## src/rtl/hazard_pkg.sv

```systemverilog
// Shared constants and helpers for the ID-stage hazard/stall logic.
// Register index is {is_fp, reg[4:0]}; only integer x0 is hardwired zero, f0 is a normal register.
package hazard_pkg;
  localparam int REG_IDX_W   = 6;
  localparam int FP_BIT      = 5;
  localparam int DIV_LAT_DEF = 16;
  localparam logic [REG_IDX_W-1:0] X0_IDX = 6'b0_00000;

  typedef logic [REG_IDX_W-1:0] reg_idx_t;

  function automatic logic is_x0(input reg_idx_t idx);
    return (idx[FP_BIT] == X0_IDX[FP_BIT]) && (idx[FP_BIT-1:0] == X0_IDX[FP_BIT-1:0]);
  endfunction
endpackage

```

## src/rtl/hazard_scoreboard.sv

```systemverilog
// Pending long-latency writer scoreboard: busy bit per register, set-over-clear priority.
// Lookups are combinational from registered busy bits; no clear-to-lookup bypass.
// No backpressure: set/clear are accepted every cycle.
module hazard_scoreboard
  import hazard_pkg::*;
#(
  parameter int NREG = 64
) (
  input  logic     clk,
  input  logic     rst,
  input  logic     set_vld,
  input  reg_idx_t set_idx,
  input  logic     clr_vld,
  input  reg_idx_t clr_idx,
  input  reg_idx_t rs1,
  input  reg_idx_t rs2,
  input  reg_idx_t rs3,
  input  reg_idx_t rd,
  output logic     rs1_busy,
  output logic     rs2_busy,
  output logic     rs3_busy,
  output logic     rd_busy
);

  logic [NREG-1:0] busy;
  logic [NREG-1:0] busy_nxt;

  // Clear first so a same-index set in the same cycle overrides it.
  always_comb begin
    busy_nxt = busy;
    if (clr_vld)
      busy_nxt[clr_idx] = 1'b0;
    if (set_vld && !is_x0(set_idx))
      busy_nxt[set_idx] = 1'b1;
  end

  always_ff @(posedge clk) begin
    if (rst)
      busy <= '0;
    else
      busy <= busy_nxt;
  end

  assign rs1_busy = busy[rs1] & ~is_x0(rs1);
  assign rs2_busy = busy[rs2] & ~is_x0(rs2);
  assign rs3_busy = busy[rs3] & ~is_x0(rs3);
  assign rd_busy  = busy[rd]  & ~is_x0(rd);

endmodule

```

## src/rtl/hazard_stall_unit.sv

```systemverilog
// ID-stage stall/bubble generation for load-use, long-op RAW/WAW and divider structural hazards.
// Latency: stall is combinational from registered state + current ID/EX/WB inputs; state updates next edge.
// Backpressure: stall holds PC and IF/ID and bubbles ID/EX. HAZARD_PERF_CNT_EN adds stall_cycles.
module hazard_stall_unit
  import hazard_pkg::*;
#(
  parameter int NREG    = 64,
  parameter int DIV_LAT = DIV_LAT_DEF,
  parameter int CNT_W   = 5
) (
  input  logic                 clk,
  input  logic                 rst,
  input  logic [REG_IDX_W-1:0] id_rs1,
  input  logic [REG_IDX_W-1:0] id_rs2,
  input  logic [REG_IDX_W-1:0] id_rs3,
  input  logic                 id_use_rs1,
  input  logic                 id_use_rs2,
  input  logic                 id_use_rs3,
  input  logic [REG_IDX_W-1:0] id_rd,
  input  logic                 id_reg_write,
  input  logic                 id_long_op,
  input  logic                 id_valid,
  input  logic                 id_flush,
  input  logic                 id_ex_mem_read,
  input  logic [REG_IDX_W-1:0] id_ex_rd,
  input  logic                 wb_long_valid,
  input  logic [REG_IDX_W-1:0] wb_long_rd,
  output logic                 stall,
  output logic                 id_ex_bubble,
  output logic                 div_busy
`ifdef HAZARD_PERF_CNT_EN
  ,
  output logic [31:0]          stall_cycles
`endif
);

  logic             rs1_busy, rs2_busy, rs3_busy, rd_busy;
  logic             load_use, raw_hit, waw_hit, struct_hit;
  logic             issue;
  logic             rst_q;
  logic [CNT_W-1:0] div_cnt;

  hazard_scoreboard #(.NREG(NREG)) u_scoreboard (
    .clk      (clk),
    .rst      (rst),
    .set_vld  (issue),
    .set_idx  (id_rd),
    .clr_vld  (wb_long_valid),
    .clr_idx  (wb_long_rd),
    .rs1      (id_rs1),
    .rs2      (id_rs2),
    .rs3      (id_rs3),
    .rd       (id_rd),
    .rs1_busy (rs1_busy),
    .rs2_busy (rs2_busy),
    .rs3_busy (rs3_busy),
    .rd_busy  (rd_busy)
  );

  assign raw_hit    = (id_use_rs1 & rs1_busy) | (id_use_rs2 & rs2_busy) | (id_use_rs3 & rs3_busy);
  assign waw_hit    = id_reg_write & rd_busy;
  assign struct_hit = id_long_op & div_busy;
  assign load_use   = id_ex_mem_read & ~is_x0(id_ex_rd) &
                      ((id_use_rs1 & (id_rs1 == id_ex_rd)) |
                       (id_use_rs2 & (id_rs2 == id_ex_rd)) |
                       (id_use_rs3 & (id_rs3 == id_ex_rd)));

  // Stall is masked during reset and the first cycle out of it, while the pipe refills.
  assign stall        = id_valid & ~id_flush & ~rst & ~rst_q &
                        (load_use | raw_hit | waw_hit | struct_hit);
  assign id_ex_bubble = stall;
  assign issue        = id_valid & ~id_flush & ~stall & id_long_op;
  assign div_busy     = (div_cnt != '0);

  always_ff @(posedge clk) begin
    rst_q <= rst;
    if (rst)
      div_cnt <= '0;
    else if (issue)
      div_cnt <= CNT_W'(DIV_LAT);
    else if (div_busy)
      div_cnt <= div_cnt - CNT_W'(1);
  end

`ifdef HAZARD_PERF_CNT_EN
  always_ff @(posedge clk) begin
    if (rst)
      stall_cycles <= '0;
    else if (stall)
      stall_cycles <= stall_cycles + 32'd1;
  end
`endif

endmodule

```

## config.mk

```make
export PLATFORM = sky130hd
export DESIGN_NAME = hazard_stall_unit
export DESIGN_NICKNAME = d
export VERILOG_FILES = /design/src/rtl/hazard_pkg.sv /design/src/rtl/hazard_scoreboard.sv /design/src/rtl/hazard_stall_unit.sv
export SDC_FILE = /design/constraint.sdc
export NUM_CORES = 1
export LEC_CHECK = 0
export CELL_PAD_IN_SITES_DETAIL_PLACEMENT = 0
export CELL_PAD_IN_SITES_GLOBAL_PLACEMENT = 1
export CORE_UTILIZATION = 24
export DETAILED_ROUTE_END_ITERATION = 10
export MAX_ROUTING_LAYER = met4
export PLACE_DENSITY = 0.54
export SLEW_MARGIN = 10
export SYNTH_ARGS = -nofsm -noshare
export SYNTH_HDL_FRONTEND = slang
export SYNTH_SLANG_ARGS = --single-unit
```

## constraint.sdc

```tcl
create_clock -name clk -period 5.2 [get_ports clk]
set_clock_uncertainty 0.15 [all_clocks]
set_input_delay 1.3 -clock clk [delete_from_list [all_inputs] [get_ports clk]]
set_output_delay 1.3 -clock clk [all_outputs]
set_load 0.02 [all_outputs]
```

==> impl_metrics.py, run 1 <==
metrics = {
    "floorplanning": {
        "die_x_um": 158,
        "num_rows": 56,
        "die_h_um": 158,
        "start_util_pct": 24.7,
        "io_pins": 50,
        "die_area_sq_um": 25100,
        "core_sq_um": 23800,
    },
    "placed_design": {
        "place_hpwl_um": 20900,
        "place_congestion": 0.939,
        "place_area_sq_um": 7330,
        "portBuffers": 49,
    },
    "synthesis": {
        "async_reset_ff_share_pct": 0,
        "synth_enable_flop_cells": 0,
        "yosysSeqAreaShare_pct": 23.8,
        "yosysWarnings": 0,
        "synthDistinctLibCells": 61,
        "synth_cells": 688,
        "synth-seq-cells": 70,
        "netlist.area_leader.share_pct": 23.8,
        "synth.net_count": 737,
        "synth_area_sq_um": 5880,
        "synth_flop_cell": "dfxtp_1",
        "avgSynthCellArea_sq_um": 8.54,
        "synth_area_leaders": "dfxtp_1, mux4_2, nand3b_1",
        "synth_area_leader_cell": "dfxtp_1",
    },
    "setup_path": {
        "r2r_start": "u_scoreboard.busy[31]",
        "critPathMaxFanout": 6,
        "crit_start": "id_rs1[1]",
        "startpoint_type": "input port",
        "cp-end-kind": "output pin",
        "critPathArrivalTime_ns": 3.67,
        "required_ns": 3.75,
        "critical_path_class": "input port to output pin",
    },
    "routing": {
        "vias": 6328,
        "via_per_inst": 5.66,
        "wl_per_cell_um": 24.1,
        "remaining_drc_errors": 0,
        "drt-initial-drc-count": 449,
        "wirelength_um": 27000,
        "antenna_left": 0,
        "dr.pass1.iters": 5,
    },
    "clocking": {
        "cts_buffer_depth": 2,
        "worstSkewPairLatency_ns": 0.35,
        "htree_num_levels": 3,
        "cts.sinks": 70,
        "path_clk_slew_ns": 0.06,
        "cts_made_buffers": 9,
        "cts_tree": "yes",
        "root_buffer": "clkbuf_16",
    },
    "power": {
        "p_leak_nw": 2.67,
        "ir_drop_uv": 158,
        "p_per_area_nw_per_um2": 222,
    },
    "final_layout": {
        "final_nets": 843,
        "final_cell_mix": "nand2_1, buf_4, dfxtp_1",
        "antenna_cells": 0,
        "syn_to_final_growth_pct": 33.7,
        "drive_gt1_share_pct": 24.5,
        "finalInstanceArea_sq_um": 7860,
        "final_common_cell": "nand2_1",
    },
    "hold_path": {
        "hold_path_class": "flip-flop to flip-flop",
        "hp-start": "u_scoreboard.busy[0]",
    },
    "timing": {
        "grt_setup_unrepaired": "no",
        "finalHoldViolCount": 0,
        "tightest_slew_ns": 1.14,
        "layout_min_cycle_time_ns": 5.12,
        "setup_viol": 0,
        "period_share_pct": 98.5,
        "setup_tns_ns": 0,
        "max_slew_margin_pct": 23.5,
        "fmax_mhz": 195,
        "holdWs_ns": 0.393,
        "finalMaxSlewViolations": 0,
    },
    "flow_run": {
        "cap_violations": 0,
    },
    "global_route": {
        "grt_pass1_vias": 6353,
        "grt_pass1_wl_um": 40200,
        "grt_util_all_layers_pct": 22.9,
        "antenna_found_initial": 0,
        "grt_overflow": 0,
        "grt_start_max_net_pins": 78,
    },
    "status": {
        "outcome": "completed",
    },
}
[report_power, final]
| group | leakage (nW) | internal, mW | switching, mW |
|---|---|---|---|
| sequential | 0.565 | 0.557 | 0.0188 |
| combinational | 1.96 | 0.245 | 0.282 |
| clock | 0.146 | 0.397 | 0.243 |
[registers in the layout, indices dropped and copies added (netlist names)]
register           cells
rst_q                  1
div_cnt                5
u_scoreboard.busy     64
[Yosys cell counts, types with 3 or more instances]
library cell,instances
o22ai_1,3
nor4_1,7
a22oi_1,10
mux2i_1,30
dfxtp_1,70
buf_1,4
nor3b_1,6
o21a_1,4
a31oi_1,5
o21ai_0,8
nor4b_1,3
a221oi_1,9
nor2b_1,18
xnor2_1,12
mux4_2,36
inv_1,13
o311ai_0,3
nor2_1,30
nand4_1,16
xor2_1,9
nor3_1,13
nand2b_1,10
a21oi_1,11
and3b_1,3
a32oi_1,3
a211oi_1,3
nand3b_1,65
o211ai_1,4
buf_6,3
buf_2,18
or2_2,3
o31ai_1,59
nand3_1,17
clkbuf_1,30
mux2_2,5
nand2_1,104
a2111oi_0,5
buf_4,3
a22o_1,4
[critical path, stage by stage]
cell and delay (ns):
clkdlybuf4s50_1 0.42, buf_6 0.15, or3_4 0.40, o311ai_0 0.32, a31o_2 0.16, a221oi_1 0.04
a31oi_1 0.17, and3_4 0.24, a31oi_4 0.10, and3b_2 0.23, buf_6 0.13
[cells by family after synthesis]
kind of cell	share of synthesized area [%]
AO/OA/AOI/OAI	19.3
XOR/XNOR	3.13
adder cells (fa/ha/maj)	0.426
buffers and inverters	5.49
flip-flops	23.8
multiplexers	20.1
AND/OR/NAND/NOR	27.7
[worst paths after layout]
path                           to  slack [ns]  cells past startpoint
max                  id_ex_bubble        0.08                     11
min          u_scoreboard.busy[0]        0.39                      2
max reg2reg  u_scoreboard.busy[4]        1.99                      9
min reg2reg  u_scoreboard.busy[0]        0.39                      2
[metal layers]
metal  up-vias  track usage [%]  part of all wire [%]
met4         0             11.5                   4.7
met1      3135             29.0                    45
met2       272             35.6                    45
met5         -                -                     0
met3        73             3.05                   5.3
li1       2848                -                     -
[through the flow]
step	setup slack, ns	instances	util, %	power, mW
finish	0.0763	1118	33.1	1.74
global route	0.00236	1118	33.1	1.82
CTS	0.000393	1119	32.8	1.75
detailed placement	-0.685	1100	30.9	1.09
global placement	-0.726	1100	30.9	1.08
floorplan	0.137	688	-	0.867
[final cells by class]
class	instances	area, sq um
repair buffers	153	1400
flip-flops and latches	70	1400
clock inverters	3	42.5
inverters	13	48.8
fillers	2434	15900
multi-input cells	547	4310
clock buffers	13	260
well taps	319	399
[what timing repair did]
item,4_1_cts,5_1_grt
buffers inserted,1,0
endpoints found under the setup margin,2,2
pin swaps,9,8
hold buffers,0,0
cloned,2,0
resized for setup,44,20
Power figures use the tool's default switching activity.
==> run 2: changes to the inputs <==
--- a/config.mk
+++ b/config.mk
@@ -7,6 +7,7 @@
 export LEC_CHECK = 0
 export CELL_PAD_IN_SITES_DETAIL_PLACEMENT = 0
 export CELL_PAD_IN_SITES_GLOBAL_PLACEMENT = 1
+export CORE_MARGIN = 2
 export CORE_UTILIZATION = 24
 export DETAILED_ROUTE_END_ITERATION = 10
 export MAX_ROUTING_LAYER = met4
==> run 2 against run 1 <==
- global-route usage decreased by 0.87 points
- total power increased by 0.22%
- clock-buffer cell count unchanged
- register-to-register slack got worse by 0.11 ns
- non-clock buffer count increased by 7
- final area increased by 1.3%
- critical path depth unchanged
- final cell count increased by 1.1%
- worst hold slack improved by 0.020 ns
- utilization decreased by 0.16 points
- die area increased by 2.5%
- critical path type unchanged
==> impl_metrics.py, run 2 (synthesis results as in run 1) <==
metrics = {
    "global_route": {
        "grt_overflow": 0,
        "grt_start_max_net_pins": 78,
        "antenna_found_initial": 0,
        "grt_pass1_wl_um": 41100,
        "grt_util_all_layers_pct": 22.0,
        "grt_pass1_vias": 6290,
    },
    "hold_path": {
        "hold_path_class": "flip-flop to flip-flop",
    },
    "final_layout": {
        "syn_to_final_growth_pct": 35.5,
        "regMostFlops": "u_scoreboard.busy",
        "largest_reg_flops": 64,
        "final_cell_mix": "nand2_1, buf_4, dfxtp_1",
        "instances_no_fill": 1130,
        "multiInputGateArea_sq_um": 4310,
        "antenna_cells": 0,
        "ff_latch_area_sq_um": 1400,
        "final_nets": 850,
        "final_common_cell": "nand2_1",
        "reg_top3": "u_scoreboard.busy x64, div_cnt x5, rst_q x1",
        "drive_gt1_share_pct": 25.4,
        "nFillCells": 2476,
    },
    "timing": {
        "grt_setup_unrepaired": "no",
        "finalHoldViolCount": 0,
        "period_share_pct": 99.0,
        "fmax_mhz": 194,
        "layout_min_cycle_time_ns": 5.15,
        "max_slew_margin_pct": 25.9,
        "tightest_slew_ns": 1.11,
        "setup_viol": 0,
        "setup_tns_ns": 0,
        "finalMaxSlewViolations": 0,
    },
    "power": {
        "ir_drop_uv": 147,
        "switching_power_uw": 542,
        "p_leak_nw": 2.73,
        "p_total_mw": 1.75,
        "clock_power_share_pct": 36.4,
        "p_per_area_nw_per_um2": 219,
        "internal_power_mw": 1.20,
        "power_frac_comb_pct": 30.8,
        "switching_share_pct": 31.0,
        "seq_power_share_pct": 32.8,
    },
    "floorplanning": {
        "start_util_pct": 24.3,
        "die_area_sq_um": 25800,
        "die_x_um": 160,
        "core_sq_um": 24200,
        "io_pins": 50,
        "die_h_um": 160,
        "num_rows": 57,
    },
    "setup_path": {
        "startpoint_type": "input port",
        "required_ns": 3.75,
        "critPathMaxFanout": 7,
        "critical_path_class": "input port to output pin",
        "cp-end-kind": "output pin",
        "critPathArrivalTime_ns": 3.70,
    },
    "placed_design": {
        "place_congestion": 0.943,
        "place_hpwl_um": 21200,
        "portBuffers": 49,
        "dp_cells": 1100,
    },
    "routing": {
        "remaining_drc_errors": 0,
        "wl_per_cell_um": 24.7,
        "via_per_inst": 5.65,
        "drt-initial-drc-count": 700,
        "wirelength_um": 27900,
        "vias": 6389,
        "dr.pass1.iters": 5,
        "antenna_left": 0,
    },
    "flow_run": {
        "cap_violations": 0,
    },
    "clocking": {
        "htree_num_levels": 3,
        "cts_made_buffers": 9,
        "cts_buffer_depth": 2,
        "path_clk_slew_ns": 0.06,
        "worstSkewPairLatency_ns": 0.35,
        "cts_tree": "yes",
        "root_buffer": "clkbuf_16",
        "cts.sinks": 70,
    },
    "status": {
        "outcome": "completed",
    },
}
-- run 2: critical path, stage by stage --
cell and delay [ns]:
clkdlybuf4s50_1 0.47, buf_6 0.14, buf_8 0.13, mux4_2 0.34
a31o_2 0.28, a221oi_2 0.16, a31oi_1 0.06, and3_4 0.19
a31oi_4 0.23, and3b_2 0.25, buf_6 0.12
-- run 2: layout make-up --
class	count	share of cell area [%]
clock inverter	3	0.534
multi-input combinational	547	54.1
clock buffer	13	3.27
sequential	70	17.6
timing repair buffer	160	18.8
tap	324	5.09
inverter	13	0.660
-- run 2: worst paths after layout --
path              slack (ns)                    to             startpoint  cells past startpoint
hold reg to reg         0.41  u_scoreboard.busy[0]   u_scoreboard.busy[0]                      2
setup / recovery        0.05                 stall              id_rs1[1]                     11
setup reg to reg        1.88  u_scoreboard.busy[6]  u_scoreboard.busy[27]                      9
hold / removal          0.41  u_scoreboard.busy[0]   u_scoreboard.busy[0]                      2
-- run 2: power by group through the flow --
stage	logic, mW	clock network, mW	registers [mW]
after floorplan	0.287	0	0.581
after global placement	0.495	0	0.584
after detailed placement	0.500	0	0.585
after CTS	0.524	0.646	0.573
after global routing	0.577	0.668	0.575
final	0.539	0.635	0.573
-- run 2: per-stage QoR --
stage                     worst slack, ns  hold slack (ns)  util [%]  area [sq um]
after floorplan                     0.137            0.289         -          5880
after global placement             -0.900            0.384      30.2          7300
after detailed placement           -0.905            0.391      30.2          7300
after CTS                          0.0134            0.401      32.3          7810
after global routing              0.00533            0.426      32.9          7960
final                              0.0518            0.413      32.9          7960
-- run 2: layer usage --
| layer | share of wire (%) | vias to the layer above | GRT usage (%) |
|---|---|---|---|
| met4 | 4.4 | 0 | 10.2 |
| met3 | 6.5 | 74 | 2.69 |
| met1 | 43 | 3144 | 28.4 |
| li1 | - | 2865 | - |
| met5 | 0 | - | - |
| met2 | 46 | 306 | 34.5 |
-- run 2: repair_timing --
action                                  in CTS  in global routing
pin swaps                                   11                 10
hold buffers                                 0                  0
cloned                                       2                  1
endpoints found under the setup margin       2                  2
setup buffers                                7                  4
resized for setup                           49                 31
==> run 3: changes to the inputs <==
--- a/config.mk
+++ b/config.mk
@@ -9,6 +9,7 @@
 export CELL_PAD_IN_SITES_GLOBAL_PLACEMENT = 1
 export CORE_MARGIN = 2
 export CORE_UTILIZATION = 24
+export CTS_CLUSTER_DIAMETER = 50
 export DETAILED_ROUTE_END_ITERATION = 10
 export MAX_ROUTING_LAYER = met4
 export PLACE_DENSITY = 0.54
==> results of run 3 <==
No change in the layout: final DEF, timing and power equal those of run 2.
